$ cat src/rtl/vid_timing_pkg.sv
// Shared types and constants for the parametrised video timing generator:
// FSM state encoding, colour-bar palette and counter sizing.
package vid_timing_pkg;

    typedef enum logic [1:0] {
        IDLE  = 2'd0,
        RUN   = 2'd1,
        DRAIN = 2'd2
    } state_t;

    localparam logic [23:0] COL_WHITE   = 24'hFFFFFF;
    localparam logic [23:0] COL_YELLOW  = 24'hFFFF00;
    localparam logic [23:0] COL_CYAN    = 24'h00FFFF;
    localparam logic [23:0] COL_GREEN   = 24'h00FF00;
    localparam logic [23:0] COL_MAGENTA = 24'hFF00FF;
    localparam logic [23:0] COL_RED     = 24'hFF0000;
    localparam logic [23:0] COL_BLUE    = 24'h0000FF;
    localparam logic [23:0] COL_BLACK   = 24'h000000;

    function automatic logic [23:0] bar_colour(input logic [2:0] bar);
        logic [23:0] c;
        case (bar)
            3'd0:    c = COL_WHITE;
            3'd1:    c = COL_YELLOW;
            3'd2:    c = COL_CYAN;
            3'd3:    c = COL_GREEN;
            3'd4:    c = COL_MAGENTA;
            3'd5:    c = COL_RED;
            3'd6:    c = COL_BLUE;
            default: c = COL_BLACK;
        endcase
        return c;
    endfunction

    // Width of a counter that must reach total-1; never narrower than one bit.
    function automatic int cnt_width(input int total);
        return (total > 2) ? $clog2(total) : 1;
    endfunction

endpackage

$ cat src/rtl/vid_timing_gen_delay.sv
// vid_delay_line: DEPTH-stage register pipeline with asynchronous reset to
// RST_VAL; DEPTH=0 degenerates to a plain wire.
module vid_delay_line #(
    parameter int              WIDTH   = 1,
    parameter int              DEPTH   = 1,
    parameter logic [WIDTH-1:0] RST_VAL = '0
) (
    input  logic             clk,
    input  logic             rst,
    input  logic [WIDTH-1:0] d,
    output logic [WIDTH-1:0] q
);

    if (DEPTH == 0) begin : g_wire
        logic unused_clk_rst;
        assign unused_clk_rst = clk ^ rst;
        assign q = d;
    end else begin : g_pipe
        logic [WIDTH-1:0] stage [DEPTH];

        always_ff @(posedge clk or posedge rst) begin
            if (rst) begin
                for (int i = 0; i < DEPTH; i++) stage[i] <= RST_VAL;
            end else begin
                stage[0] <= d;
                for (int i = 1; i < DEPTH; i++) stage[i] <= stage[i-1];
            end
        end

        assign q = stage[DEPTH-1];
    end

endmodule

$ cat src/rtl/vid_timing_gen.sv
// Parametrised video timing generator with early FIFO reads, frame-boundary
// run control and underflow counting. Optional colour bars: TEST_PATTERN_EN.
module vid_timing_gen
    import vid_timing_pkg::*;
#(
    parameter int H_ACTIVE   = 640,
    parameter int H_FP       = 16,
    parameter int H_SYNC     = 96,
    parameter int H_BP       = 48,
    parameter int V_ACTIVE   = 480,
    parameter int V_FP       = 10,
    parameter int V_SYNC     = 2,
    parameter int V_BP       = 33,
    parameter int HS_POL     = 0,
    parameter int VS_POL     = 0,
    parameter int DATA_WIDTH = 32,
    parameter int PIX_WIDTH  = 24,
    parameter int RD_LAT     = 1,
    parameter int UF_CNT_W   = 16
) (
    input  logic                  clk,
    input  logic                  rst,
    input  logic                  en,
    input  logic [DATA_WIDTH-1:0] pix_in,
    input  logic                  pix_empty,
`ifdef TEST_PATTERN_EN
    input  logic                  test_pat,
`endif
    output logic                  pix_req,
    output logic                  hsync,
    output logic                  vsync,
    output logic                  pix_valid,
    output logic [PIX_WIDTH-1:0]  rgb_out,
    output logic                  frame_start,
    output logic                  busy,
    output logic [UF_CNT_W-1:0]   underflow_cnt
);

    localparam int   H_TOTAL = H_ACTIVE + H_FP + H_SYNC + H_BP;
    localparam int   V_TOTAL = V_ACTIVE + V_FP + V_SYNC + V_BP;
    localparam int   H_CW    = cnt_width(H_TOTAL);
    localparam int   V_CW    = cnt_width(V_TOTAL);
    localparam logic HS_ACT  = (HS_POL != 0);
    localparam logic VS_ACT  = (VS_POL != 0);
    localparam logic [4:0] CTL_RST = {1'b0, 1'b0, ~VS_ACT, ~HS_ACT, 1'b0};

    state_t          state;
    logic [H_CW-1:0] h_cnt;
    logic [V_CW-1:0] v_cnt;
    logic            h_last, v_last, running, act, hs_win, vs_win, pat;

    assign h_last  = (int'(h_cnt) == H_TOTAL - 1);
    assign v_last  = (int'(v_cnt) == V_TOTAL - 1);
    assign running = (state != IDLE);
    assign busy    = running;

`ifdef TEST_PATTERN_EN
    assign pat = test_pat;
`else
    assign pat = 1'b0;
`endif

    // Run control only changes the frame cadence at the last position, so a
    // started frame always completes; DRAIN -> RUN leaves the counters alone.
    always_ff @(posedge clk or posedge rst) begin
        if (rst) begin
            state <= IDLE;
            h_cnt <= '0;
            v_cnt <= '0;
        end else begin
            case (state)
                IDLE:    if (en) state <= RUN;
                RUN:     if (!en) state <= (h_last && v_last) ? IDLE : DRAIN;
                DRAIN: begin
                    if (h_last && v_last) state <= en ? RUN : IDLE;
                    else if (en)          state <= RUN;
                end
                default: state <= IDLE;
            endcase

            if (state == IDLE) begin
                h_cnt <= '0;
                v_cnt <= '0;
            end else if (h_last) begin
                h_cnt <= '0;
                v_cnt <= v_last ? '0 : v_cnt + 1'b1;
            end else begin
                h_cnt <= h_cnt + 1'b1;
            end
        end
    end

    assign act    = running && (int'(h_cnt) < H_ACTIVE) && (int'(v_cnt) < V_ACTIVE);
    assign hs_win = (int'(h_cnt) >= H_ACTIVE + H_FP) && (int'(h_cnt) < H_ACTIVE + H_FP + H_SYNC);
    assign vs_win = (int'(v_cnt) >= V_ACTIVE + V_FP) && (int'(v_cnt) < V_ACTIVE + V_FP + V_SYNC);

    // FIFO handshake: pix_req is a one-clock read strobe with no back-pressure;
    // pix_empty is sampled in the same cycle, and data for a non-empty request
    // is presented on pix_in exactly RD_LAT clocks after the strobe.
    logic hs1, vs1, de1, fs1, uf1;

    always_ff @(posedge clk or posedge rst) begin
        if (rst) begin
            pix_req <= 1'b0;
            hs1     <= ~HS_ACT;
            vs1     <= ~VS_ACT;
            de1     <= 1'b0;
            fs1     <= 1'b0;
        end else begin
            pix_req <= act && !pat;
            hs1     <= (running && hs_win) ? HS_ACT : ~HS_ACT;
            vs1     <= (running && vs_win) ? VS_ACT : ~VS_ACT;
            de1     <= act;
            fs1     <= running && (h_cnt == '0) && (v_cnt == '0);
        end
    end

    assign uf1 = pix_req && pix_empty;

    always_ff @(posedge clk or posedge rst) begin
        if (rst)                                underflow_cnt <= '0;
        else if (uf1 && !(&underflow_cnt))      underflow_cnt <= underflow_cnt + 1'b1;
    end

    // RD_LAT stages here plus the output register below give RD_LAT+1 clocks
    // from pix_req, with de/uf arriving alongside the matching pix_in word.
    logic [4:0] ctl_d;
    logic       hs_d, vs_d, de_d, fs_d, uf_d;

    vid_delay_line #(
        .WIDTH   (5),
        .DEPTH   (RD_LAT),
        .RST_VAL (CTL_RST)
    ) u_ctl_dly (
        .clk (clk),
        .rst (rst),
        .d   ({fs1, de1, vs1, hs1, uf1}),
        .q   (ctl_d)
    );

    assign {fs_d, de_d, vs_d, hs_d, uf_d} = ctl_d;

    logic [PIX_WIDTH-1:0] pix_next;
    logic                 unused_pix;
    assign unused_pix = &{1'b0, pix_in};

`ifdef TEST_PATTERN_EN
    logic [H_CW-1:0] h1, h_d;
    logic [2:0]      bar_idx;

    always_ff @(posedge clk or posedge rst) begin
        if (rst) h1 <= '0;
        else     h1 <= h_cnt;
    end

    vid_delay_line #(
        .WIDTH   (H_CW),
        .DEPTH   (RD_LAT),
        .RST_VAL ('0)
    ) u_h_dly (
        .clk (clk),
        .rst (rst),
        .d   (h1),
        .q   (h_d)
    );

    assign bar_idx = 3'((int'(h_d) * 8) / H_ACTIVE);
`endif

    always_comb begin
        pix_next = (de_d && !uf_d) ? pix_in[DATA_WIDTH-1 -: PIX_WIDTH] : '0;
`ifdef TEST_PATTERN_EN
        if (pat) pix_next = de_d ? PIX_WIDTH'(bar_colour(bar_idx)) : '0;
`endif
    end

    always_ff @(posedge clk or posedge rst) begin
        if (rst) begin
            hsync       <= ~HS_ACT;
            vsync       <= ~VS_ACT;
            pix_valid   <= 1'b0;
            frame_start <= 1'b0;
            rgb_out     <= '0;
        end else begin
            hsync       <= hs_d;
            vsync       <= vs_d;
            pix_valid   <= de_d;
            frame_start <= fs_d;
            rgb_out     <= pix_next;
        end
    end

endmodule

$ cat config.mk
export PLATFORM = sky130hd
export DESIGN_NAME = vid_timing_gen
export DESIGN_NICKNAME = d
export VERILOG_FILES = /design/src/rtl/vid_timing_pkg.sv /design/src/rtl/vid_timing_gen_delay.sv /design/src/rtl/vid_timing_gen.sv
export SDC_FILE = /design/constraint.sdc
export NUM_CORES = 1
export LEC_CHECK = 0
export CAP_MARGIN = 0
export CORE_UTILIZATION = 48
export DETAILED_ROUTE_END_ITERATION = 6
export GPL_ROUTABILITY_DRIVEN = 0
export GPL_TIMING_DRIVEN = 1
export PLACE_DENSITY = 0.8
export SYNTH_ARGS = -nofsm -noshare
export SYNTH_HDL_FRONTEND = slang
export SYNTH_SLANG_ARGS = --single-unit
$ cat constraint.sdc
create_clock -name clk -period 3 [get_ports clk]
set_clock_uncertainty 0.1 [all_clocks]
set_input_delay 0.45 -clock clk [delete_from_list [all_inputs] [get_ports clk]]
set_output_delay 0.45 -clock clk [all_outputs]
set_load 0.01 [all_outputs]
# Yosys cells after proc, flatten, opt, wreduce, memory -nomap -nowiden
# Index checks and enable logic that the tools add are counted.
[word_totals] latch_bits=0 mem_count=0 mem_bits_ro=0 mem_bits_rw=0 register_bits=75 output_inout_bits=46 inputBits=36 wordCells=62
[op_classes] eq_ne=5 shifts=0 add_sub_neg=3 n_div=0 reduce_logical=20 order_cmp=6 muxes=14 bitwise_logic=0 mul=0
[ops] cell="10-bit 2-to-1 mux" count=5
[ops] cell="24-bit 2-to-1 mux" count=1
[ops] cell="10-bit by 1-bit adder with 10-bit output (second input constant)" count=2
[ops] cell="10-bit logical NOT" count=2
[ops] cell="10-bit less-than comparator (second input constant)" count=2
[ops] cell="10-bit by 9-bit less-than comparator with 1-bit output (second input constant)" count=2
[ops] cell="16-bit by 1-bit adder with 16-bit output (second input constant)" count=1
[ops] cell="16-bit AND reduction" count=1
[ops] cell="1-bit logical AND" count=12
[ops] cell="10-bit equality test (second input constant)" count=1
[ops] cell="10-bit by 9-bit equality test with 1-bit output (second input constant)" count=1
[ops] cell="10-bit >= comparator (second input constant)" count=1
[ops] cell="10-bit by 9-bit >= comparator with 1-bit output (second input constant)" count=1
[ops] cell="2-bit 2-to-1 mux" count=4
[ops] cell="2-bit one-hot mux with 3 select lines" count=1
[ops] cell="2-bit nonzero test" count=2
[ops] cell="1-bit 2-to-1 mux" count=3
[ops] cell="2-bit by 1-bit equality test with 1-bit output (second input constant)" count=1
[ops] cell="2-bit equality test (second input constant)" count=1
[ops] cell="1-bit logical NOT" count=2
[ops] cell="2-bit logical NOT" count=1
[ops] cell="2-bit != test (second input constant)" count=1

# Longest topological paths before layout
# Gate-level depths: netlist of run 1.
[depth] ltp_word=5 depth_mapped=7 depth_no_buf=7

# By module
# A second synthesis of run 1 with hierarchy kept.
[hier_totals] hier_cells=272 area_unflattened_um2=3133.0
[modules_own_cells] mod="vid_timing_gen" area_each_um2=3001.6 seq_area_each_um2=1756.7 n_inst=1 cells_per_inst=266
[modules_own_cells] mod="vid_delay_line" area_each_um2=131.4 seq_area_each_um2=127.6 n_inst=1 cells_per_inst=6

# Least setup slack after synthesis of run 1
# OpenSTA, ideal clock, no wires.
[synth_timing] kind="register to register" from="register underflow_cnt[0]" to="register underflow_cnt[1]" path_stages_with_launch=6 path_slack_ps=924 required_time_ps=2775 setup_ps=125 arrival_ps=1851 path_buffers=0 period_less_slack_ps=2076 cell_sequence="dfrtp_1 -> ha_1 -> and4_1 -> and4_1 -> a31oi_2 -> mux2_2"
[synth_via] elab_chain_cells=3 word_cells_on_any_way=4 classes_between="add/sub: 1; reduce/logical: 3"
[synth_lines] item="from (decl)" line="vid_timing_gen.sv:36" source="output logic [UF_CNT_W-1:0] underflow_cnt"
[synth_lines] item="from (signal assigned)" line="vid_timing_gen.sv:122" source="else if (uf1 && !(&underflow_cnt)) underflow_cnt <= underflow_cnt + 1'b1;"
[synth_lines] item="branches (longest 3 deep; another with 16-bit by 1-bit adder with 16-bit output)"
# Parallel ways; which one is timed is not known.
# A chain may end at the register's enable or synchronous reset.

# Worst setup path after layout of run 1
# Same ends and word-level chain as after synthesis.

==> metrics, run 1 <==
first-pass GRT wire length=9.69 mm; CTS sink count=75; R2R Setup Slk=790 ps; worst-skew pair later-pin latency=330 ps; synthesized flop and latch total=75; wire per inst=14.3 µm; vias per cell=5.22; Overflow after GRT=0; Fill cells=421; P per Cell Area=614 nW/µm²; met3 Resource Use GR=6.07%; WP data arrival=2330 ps; CP peak stage delay=460 ps; Post-CTS Hold Fix Bufs=0; Final nets=378; cts repair resizes=0; Worst Hold Class=reg2reg; largest net degree at the start of global routing=31; DRC=0; gr usage total=19.8%; post-synthesis cell count=253; total negative slack=0 ps; FP Rows=28; final setup fails=0; startpoint class of the critical path=register; Unique masters post-synth=39; CTS tree=done; Initial DRC Count=88; leakage=1.79 nW; Max Slew Vio Count=0; synth warn=0; Net Count, Synth=294; Final min period=2210 ps; Syn Area/Cell=12.0 µm²; sequential area share after synthesis=62.3%; die span in y=81.4 µm; DP Wirelength=4.27 mm; total die area=6620 µm²; Max Buffers Root-to-Sink=2; Critical-path top delay cell=a31oi_2; diode count=0; Max-Cap Viols=0; Worst R2R Path Depth=5; slew margin rel.=50.1%; critical path class=reg2reg; FF-to-FF Start=underflow_cnt[0]; GR peak layer=met2; count of input and output buffers=73; R2R Path End=underflow_cnt[1]; Ports=82; drt pass-1 iters=4; final non-filler cell total=417; grt met2 use=31.8%; layout cell share with drive strength beyond 1=9.94%; CP max FO=10; DRT antenna net count=0; initial antenna violation count=0; Fmax=453 MHz; Root Driver=clkbuf_8; hold endpoint=u_ctl_dly.q[4]; most frequent CP cell=and4_1; core footprint=5990 µm²; vias in the first global route=2,064; fin crit share=73.6%; Worst-path clk slew=70 ps; Die W=81.4 µm; H-tree depth=3; dpl cells=401; Worst setup EP type=register; Post-CTS Setup Bufs=0; hold depth=0; Initial Util=50.5%; Pwr Total=2.53 mW; Hold WS=252 ps; CP Cell Sequence=ha_1 -> and4_1 -> and4_1 -> a31oi_2 -> mux2_2; total CTS buffers=9; unrepaired setup endpoints after global routing=false; status=complete, no violations; via count=2,176; Slew @ Worst Pin=745 ps; CP required=3120 ps; Area growth syn-to-layout=36.4%; Routed Wire Length=5.97 mm; grt met1 use=25.4%; Hold Violations, Final=0; min-delay src=fs1; Post-Synthesis Cell Area=3020 µm²; VDD IR-drop max=0.000352 V
metal layers:
metal	vias up	wire, µm
met5	-	0
met3	9	479
li1	1038	-
met2	96	2790
met1	1033	2630
met4	0	67
stage by stage:
step / utilization [%] / setup slack [ps] / area, µm²
2_1_floorplan: - / 550 / 3020
3_3_place_gp: 64.7 / 828 / 3870
3_5_place_dp: 64.7 / 795 / 3870
4_1_cts: 68.8 / 781 / 4120
5_1_grt: 68.8 / 668 / 4120
6_report: 68.8 / 793 / 4120
worst max path at each step:
stage	to	slack, ps	depth (start not counted)	startpoint
3_3_place_gp	underflow_cnt[1]	830	5	underflow_cnt[0]
5_1_grt	underflow_cnt[1]	670	5	underflow_cnt[0]
6_report	underflow_cnt[1]	790	5	underflow_cnt[0]
4_1_cts	underflow_cnt[1]	780	5	underflow_cnt[0]
2_1_floorplan	de1	550	1	rst
3_5_place_dp	underflow_cnt[1]	790	5	underflow_cnt[0]
synth_stat cells, drive strengths merged:
cell type  instances  share of area, %
dfrtp             69                57
and2              25               5.2
nor2              19               2.4
xnor2             17               4.9
nand2             16               2.0
nand3             14               2.3
xor2              10               2.9
inv                8              0.99
nand4              7               1.4
and3               6               1.3
and4               6               1.7
dfstp              6               5.2
nor3               6              0.99
o21ai              6              0.99
ha                 5               2.1
clkbuf             3              0.37
nor4b              3              0.87
or3                3              0.79
a21oi              2              0.33
a311oi             2              0.58
nand4b             2              0.58
nor3b              2              0.50
or4                2              0.50
a211o              1              0.29
a211oi             1              0.25
a21boi             1              0.25
a21o               1              0.25
a31oi              1              0.41
buf                1              0.17
mux2               1              0.37
nor2b              1              0.21
nor4               1              0.41
o211ai             1              0.25
o22ai              1              0.21
o31a               1              0.33
o31ai              1              0.41
or2                1              0.21
flip-flops by register name (all words and copies together), names as in the netlist:
register / cells
hsync: 1
vs1: 1
fs1: 1
pix_valid: 1
frame_start: 1
rgb_out: 24
h_cnt: 10
u_ctl_dly.q: 5
underflow_cnt: 16
state: 2
hs1: 1
v_cnt: 10
vsync: 1
de1: 1
cells by family (layout without fill, tap and decap cells):
logic type	Yosys count	count (layout)	synth area share, %
compound gates	19	19	4.55
xor+xnor	27	27	7.82
fa+ha+maj	5	5	2.07
buf+inv	12	101	1.53
flops	75	75	62.3
mux	1	1	0.372
simple gates	114	114	21.3
layout make-up:
cell class | count | area [µm²] | area share, %
multi-input cells | 166 | 1090 | 26.5
inverters | 8 | 30.0 | 0.728
clock inverters | 6 | 111 | 2.70
clock buffers | 10 | 138 | 3.34
repair buffers | 77 | 773 | 18.7
well taps | 75 | 93.8 | 2.28
flip-flops and latches | 75 | 1880 | 45.7
worst max-delay path, delay by kind of cell (launching register included):
| family | cells | cell delay [ps] |
|---|---|---|
| adders and majority gates | 1 | 250 |
| muxes | 1 | 390 |
| AOI/OAI and AO/OA | 1 | 460 |
| DFF | 1 | 410 |
| and+or+nand+nor | 2 | 480 |
cell usage in the layout, fill, tap and decap left out, drive strengths merged, types with 3 or more instances in the layout:
| master | count |
|---|---|
| o21ai | 6 |
| nand4 | 7 |
| clkdlybuf4s50 | 73 |
| and3 | 6 |
| xnor2 | 17 |
| nand3 | 14 |
| and4 | 6 |
| nor4b | 3 |
| buf | 4 |
| or3 | 3 |
| nand2 | 16 |
| ha | 5 |
| bufinv | 3 |
| dfrtp | 69 |
| dfstp | 6 |
| xor2 | 10 |
| and2 | 25 |
| nor3 | 6 |
| clkbuf | 10 |
| inv | 9 |
| nor2 | 19 |
power by group:
group / internal [mW] / switching [mW] / total [mW]
Combinational: 0.242 / 0.173 / 0.415
Sequential: 1.11 / 0.0789 / 1.19
Clock: 0.576 / 0.355 / 0.931
No activity file was read; power rests on OpenSTA's default activity.
==> run 2: changes to the inputs <==
clock period = 2.2 ns   (was 3 ns; I/O delays follow)
==> run 2 against run 1 <==
  * Register-to-register slack worse by 630 ps
  * Non-clock buffer count rose by 2
  * Routed wire length decreased by 3.3%
  * Global-route usage shrank 0.41 points
  * Via count shrank 0.60%
  * Hold slack gained 6.7 ps
  * Critical path depth up 1
  * Largest cell class unchanged
==> metrics, run 2 (synthesis results as in run 1) <==
Die W=81.4 µm (unchanged); pre-CTS setup slack=167 ps (-627 ps); die span in y=81.4 µm (unchanged); number of flip-flops in the largest register=24 (unchanged); wire per inst=13.8 µm (-3.7%); fin crit share=92.8% (+19 points); gr usage total=19.3% (-0.41 points); status=complete, no violations; via count=2,163 (-0.60%); Worst Hold Class=reg2reg; Final nets=380 (+0.53%); Final Util=68.4% (-0.42 points); total die area=6620 µm² (unchanged); Biggest register=rgb_out; startpoint class of the critical path=register; drt pass-1 iters=4 (unchanged); VDD IR-drop max=0.000515 V (+46%); DP Wirelength=4.01 mm (-6.0%); Ports=82 (unchanged); CTS sink count=75 (unchanged); total negative slack=0 ps (unchanged); H-tree depth=3 (unchanged); Routed Wire Length=5.77 mm (-3.3%); DRC=0 (unchanged); critical path class=reg2reg; count of input and output buffers=73 (unchanged); sequential share of power=48.8% (+1.9 points); worst-skew pair later-pin latency=340 ps (about the same); Gate power share=16.9% (+0.5 points); Initial Util=50.5% (unchanged); Hold WS=259 ps (+6.71 ps); Slew @ Worst Pin=1130 ps (+385 ps); Fmax=490 MHz (+8.1%); Max Buffers Root-to-Sink=2 (unchanged); CTS tree=done; layout cell share with drive strength beyond 1=10.2% (+0.23 points); Fill cells=428 (+1.7%); vias in the first global route=2,016 (-2.3%); most frequent cells in the layout=clkdlybuf4s50_1 (73), dfrtp_1 (69), and2_1 (25); Post-CTS Setup Bufs=0 (unchanged); final setup fails=0 (unchanged); unrepaired setup endpoints after global routing=false; WP data arrival=2170 ps (-160 ps); leakage=1.78 nW (-0.81%); CP max FO=10 (unchanged); GR peak layer=met2; Clock power frac=34.3% (-2.5 points); largest registers=rgb_out x24, underflow_cnt x16; Sw Ratio=25.4% (+1.4 points); Pwr Total=3.32 mW (+31%); DRT antenna net count=0 (unchanged); grt met1 use=26.0% (+0.57 points); vias per cell=5.16 (-1.1%); initial antenna violation count=0 (unchanged); CP required=2330 ps (-790 ps); dpl cells=403 (+0.50%); P_int=2.48 mW (+29%); cts repair resizes=0 (unchanged); final setup slack of the worst path=159 ps (-634 ps); Hold Violations, Final=0 (unchanged); Net Sw Power=0.842 mW (+39%); area post-placement=3880 µm² (+0.16%); Initial DRC Count=141 (+60%); FP Rows=28 (unchanged); Final Cell Area=4100 µm² (-0.61%); Root Driver=clkbuf_8; met3 Resource Use GR=4.72% (-1.3 points); Max Slew Vio Count=0 (unchanged); Worst-path clk slew=80 ps (about the same); Area growth syn-to-layout=35.5%; most common cell after layout, fill and taps aside=clkdlybuf4s50_1; Worst setup EP type=register; Final min period=2040 ps (-166 ps); Max-Cap Viols=0 (unchanged); total CTS buffers=9 (unchanged); grt met2 use=29.2% (-2.7 points); final non-filler cell total=419 (+0.48%); R2R Setup Slk=160 ps (-630 ps); diode count=0 (unchanged); Overflow after GRT=0 (unchanged); core footprint=5990 µm² (unchanged); Post-CTS Hold Fix Bufs=0 (unchanged); first-pass GRT wire length=9.38 mm (-3.3%); P per Cell Area=810 nW/µm² (+32%); largest net degree at the start of global routing=45 (+45%); slew margin rel.=24.6% (-25 points)
## run 2: cell count changes in the layout (fill, tap and decap cells not counted)
cell        before  now
buf_4            3    6
clkinv_4         0    2
buf_12           1    0
bufinv_16        3    2
clkbuf_1         0    1
clkbuf_8        10    9
clkinvlp_4       1    2
inv_2            1    0
inv_6            1    0
## run 2: final cells by class
| type | instances | area [µm²] | share of cell area, % |
|---|---|---|---|
| clock buffer | 10 | 128 | 3.11 |
| timing repair buffer | 79 | 776 | 18.9 |
| clock inverter | 6 | 90.1 | 2.20 |
| tap | 75 | 93.8 | 2.29 |
| multi-input combinational | 166 | 1090 | 26.7 |
| sequential | 75 | 1880 | 46.0 |
| inverter | 8 | 33.8 | 0.824 |
## run 2: worst paths after layout
kind	start	end	cells past startpoint
worst max-delay path	underflow_cnt[0]	underflow_cnt[1]	6
worst min-delay path	u_ctl_dly.q[4]	frame_start	0
worst max register to register	underflow_cnt[0]	underflow_cnt[1]	6
worst min register to register	u_ctl_dly.q[4]	frame_start	0
max in group asynchronous	rst	h_cnt[0]	3
min in group asynchronous	rst	rgb_out[22]	3
## run 2: critical path, stage by stage (launching register included)
cell and delay, ps:
dfrtp_1 420, ha_1 260, and4_1 240, and4_1 230, a31oi_2 170, buf_4 190
mux2_2 340
## run 2: power groups by stage
stage,Clock (mW),Combinational (mW),Sequential [mW]
after global placement,0,0.553,1.64
after floorplan,0,0.204,1.68
final,1.14,0.561,1.62
after global routing,1.23,0.619,1.65
after CTS,1.17,0.570,1.62
after detailed placement,0,0.565,1.65
## run 2: routing by layer
metal / share of wire [%] / vias up
met2: 44 / 73
li1: - / 1038
met3: 7.6 / 11
met5: 0 / -
met1: 47 / 1041
met4: 1.8 / 0
==> run 3: changes to the inputs <==
CORE_UTILIZATION = 50   (was 48)
PLACE_DENSITY = 0.82   (was 0.8)
clock period = 2.5 ns   (was 2.2 ns; I/O delays follow)
==> run 3 against run 2 <==
  * Clock power decreased by 11%
  * Register-to-register slack improved by 90 ps
  * Sequential power decreased by 12%
  * Die area decreased by 3.9%
  * Routed wire length increased by 5.1%
  * Global-route usage increased by 2.4 points
  * Count of clock-buffer cells in the layout unchanged
  * First-iteration DRC count increased by 2.8%
  * Critical endpoint unchanged
  * Largest power group unchanged
==> metrics, run 3 (synthesis results as in run 1) <==
core footprint=5680 µm² (-5.3%); Overflow after GRT=0 (unchanged); R2R Path End=underflow_cnt[1]; Biggest register=rgb_out; Max Slew Vio Count=0 (unchanged); FP Rows=27 (-3.6%); worst-skew pair later-pin latency=340 ps (about the same); wire per inst=14.7 µm (+6.6%); final setup fails=0 (unchanged); die span in y=79.8 µm (-2.0%); number of flip-flops in the largest register=24 (unchanged); R2R Setup Slk=250 ps (+90 ps); largest net degree at the start of global routing=76 (+69%); critical path class=reg2reg; CP startpoint=underflow_cnt[0]; status=complete, no violations; Root Driver=clkbuf_8; Fmax=445 MHz (-9.2%); Final Cell Area=4080 µm² (-0.43%); DP Wirelength=4.15 mm (+3.4%); most common cell after layout, fill and taps aside=clkdlybuf4s50_1; Worst setup EP type=register; vias in the first global route=2,142 (+6.3%); Worst R2R Path Depth=5 (-1); DRT antenna net count=0 (unchanged); Routed Wire Length=6.06 mm (+5.1%); count of input and output buffers=73 (unchanged); drt pass-1 iters=4 (unchanged); Ports=82 (unchanged); Initial DRC Count=145 (+2.8%); slew margin rel.=22.7% (-1.8 points); CP max FO=10 (unchanged); Hold Violations, Final=0 (unchanged); CP required=2630 ps (+300 ps); Slew @ Worst Pin=1160 ps (+27.6 ps); P per Cell Area=717 nW/µm² (-11%); Post-CTS Setup Bufs=0 (unchanged); via count=2,182 (+0.88%); Area growth syn-to-layout=35.0%; total die area=6360 µm² (-3.9%); first-pass GRT wire length=10.2 mm (+9.0%); H-tree depth=3 (unchanged); area post-placement=3860 µm² (-0.45%); CTS sink count=75 (unchanged); Max Buffers Root-to-Sink=2 (unchanged); largest registers=rgb_out x24, underflow_cnt x16; Setup crit end=underflow_cnt[1]; Initial Util=53.3% (+2.8 points); Max-Cap Viols=0 (unchanged); VDD IR-drop max=0.000451 V (-12%); total negative slack=0 ps (unchanged); leakage=1.77 nW (-0.37%); vias per cell=5.28 (+2.3%); total CTS buffers=9 (unchanged); most frequent cells in the layout=clkdlybuf4s50_1 (73), dfrtp_1 (69), and2_1 (25); Die W=79.8 µm (-2.0%); gr usage total=21.7% (+2.4 points); CTS tree=done; Worst Hold Class=reg2reg; startpoint class of the critical path=register; unrepaired setup endpoints after global routing=false; Worst-path clk slew=80 ps (about the same); initial antenna violation count=0 (unchanged); Final min period=2250 ps (+208 ps); Post-CTS Hold Fix Bufs=0 (unchanged); fin crit share=90.0% (-2.8 points); cts repair resizes=0 (unchanged); DRC=0 (unchanged); layout cell share with drive strength beyond 1=9.38% (-0.79 points); Final nets=377 (-0.79%); diode count=0 (unchanged); FF-to-FF Start=underflow_cnt[0]; WP data arrival=2380 ps (+210 ps)
[run 3: cell count changes in the layout (fill, tap and decap cells not counted)]
cell,change
buf_4,-4
inv_2,+1
buf_12,+1
clkinvlp_4,-1
[run 3: routing by layer]
layer	GRT usage (%)	up-vias	routed length, µm
li1	-	1033	-
met1	27.6	1068	2660
met2	35.3	71	2940
met3	6.06	10	381
met4	8.21	0	89
met5	0	-	0
[run 3: worst max-delay path, cell delays in order, from the launching register on]
cell and delay, ps:
dfrtp_1 420, ha_1 250, and4_1 250, and4_1 240
a31oi_2 480, mux2_2 390
[run 3: worst min path at each step]
| stage | start | endpoint | slack [ps] | cells past startpoint |
|---|---|---|---|---|
| after floorplan | u_ctl_dly.q[4] | frame_start | 230 | 0 |
| after global placement | u_ctl_dly.q[4] | frame_start | 230 | 0 |
| after detailed placement | fs1 | u_ctl_dly.q[4] | 240 | 0 |
| after CTS | vs1 | u_ctl_dly.q[2] | 260 | 0 |
| after global routing | u_ctl_dly.q[1] | hsync | 260 | 0 |
| final | u_ctl_dly.q[4] | frame_start | 260 | 0 |
[run 3: through the flow]
step                hold slack, ps  setup slack, ps  instances  util, %  power [mW]
floorplan                      231              125        253        -        1.66
global placement               234              344        397     68.1        1.93
detailed placement             243              298        397     68.1        1.95
CTS                            261              256        413     71.9        2.95
global route                   262              102        413     71.9        3.07
finish                         257              251        413     71.9        2.93
[run 3: power breakdown]
part | switching [mW] | leakage [nW] | total (mW) | internal (mW)
combinational | 0.206 | 0.687 | 0.493 | 0.287
clock | 0.442 | 0.106 | 1.01 | 0.564
sequential | 0.0995 | 0.977 | 1.43 | 1.33
total | 0.747 | 1.77 | 2.93 | 2.18
[run 3: layout make-up]
type                    instances  area, µm²
inverters                       8       30.0
clock inverters                 6       90.1
repair buffers                 76        766
fillers                       396       1590
well taps                      72       90.1
clock buffers                  10        128
flip-flops and latches         75       1880
multi-input cells             166       1090
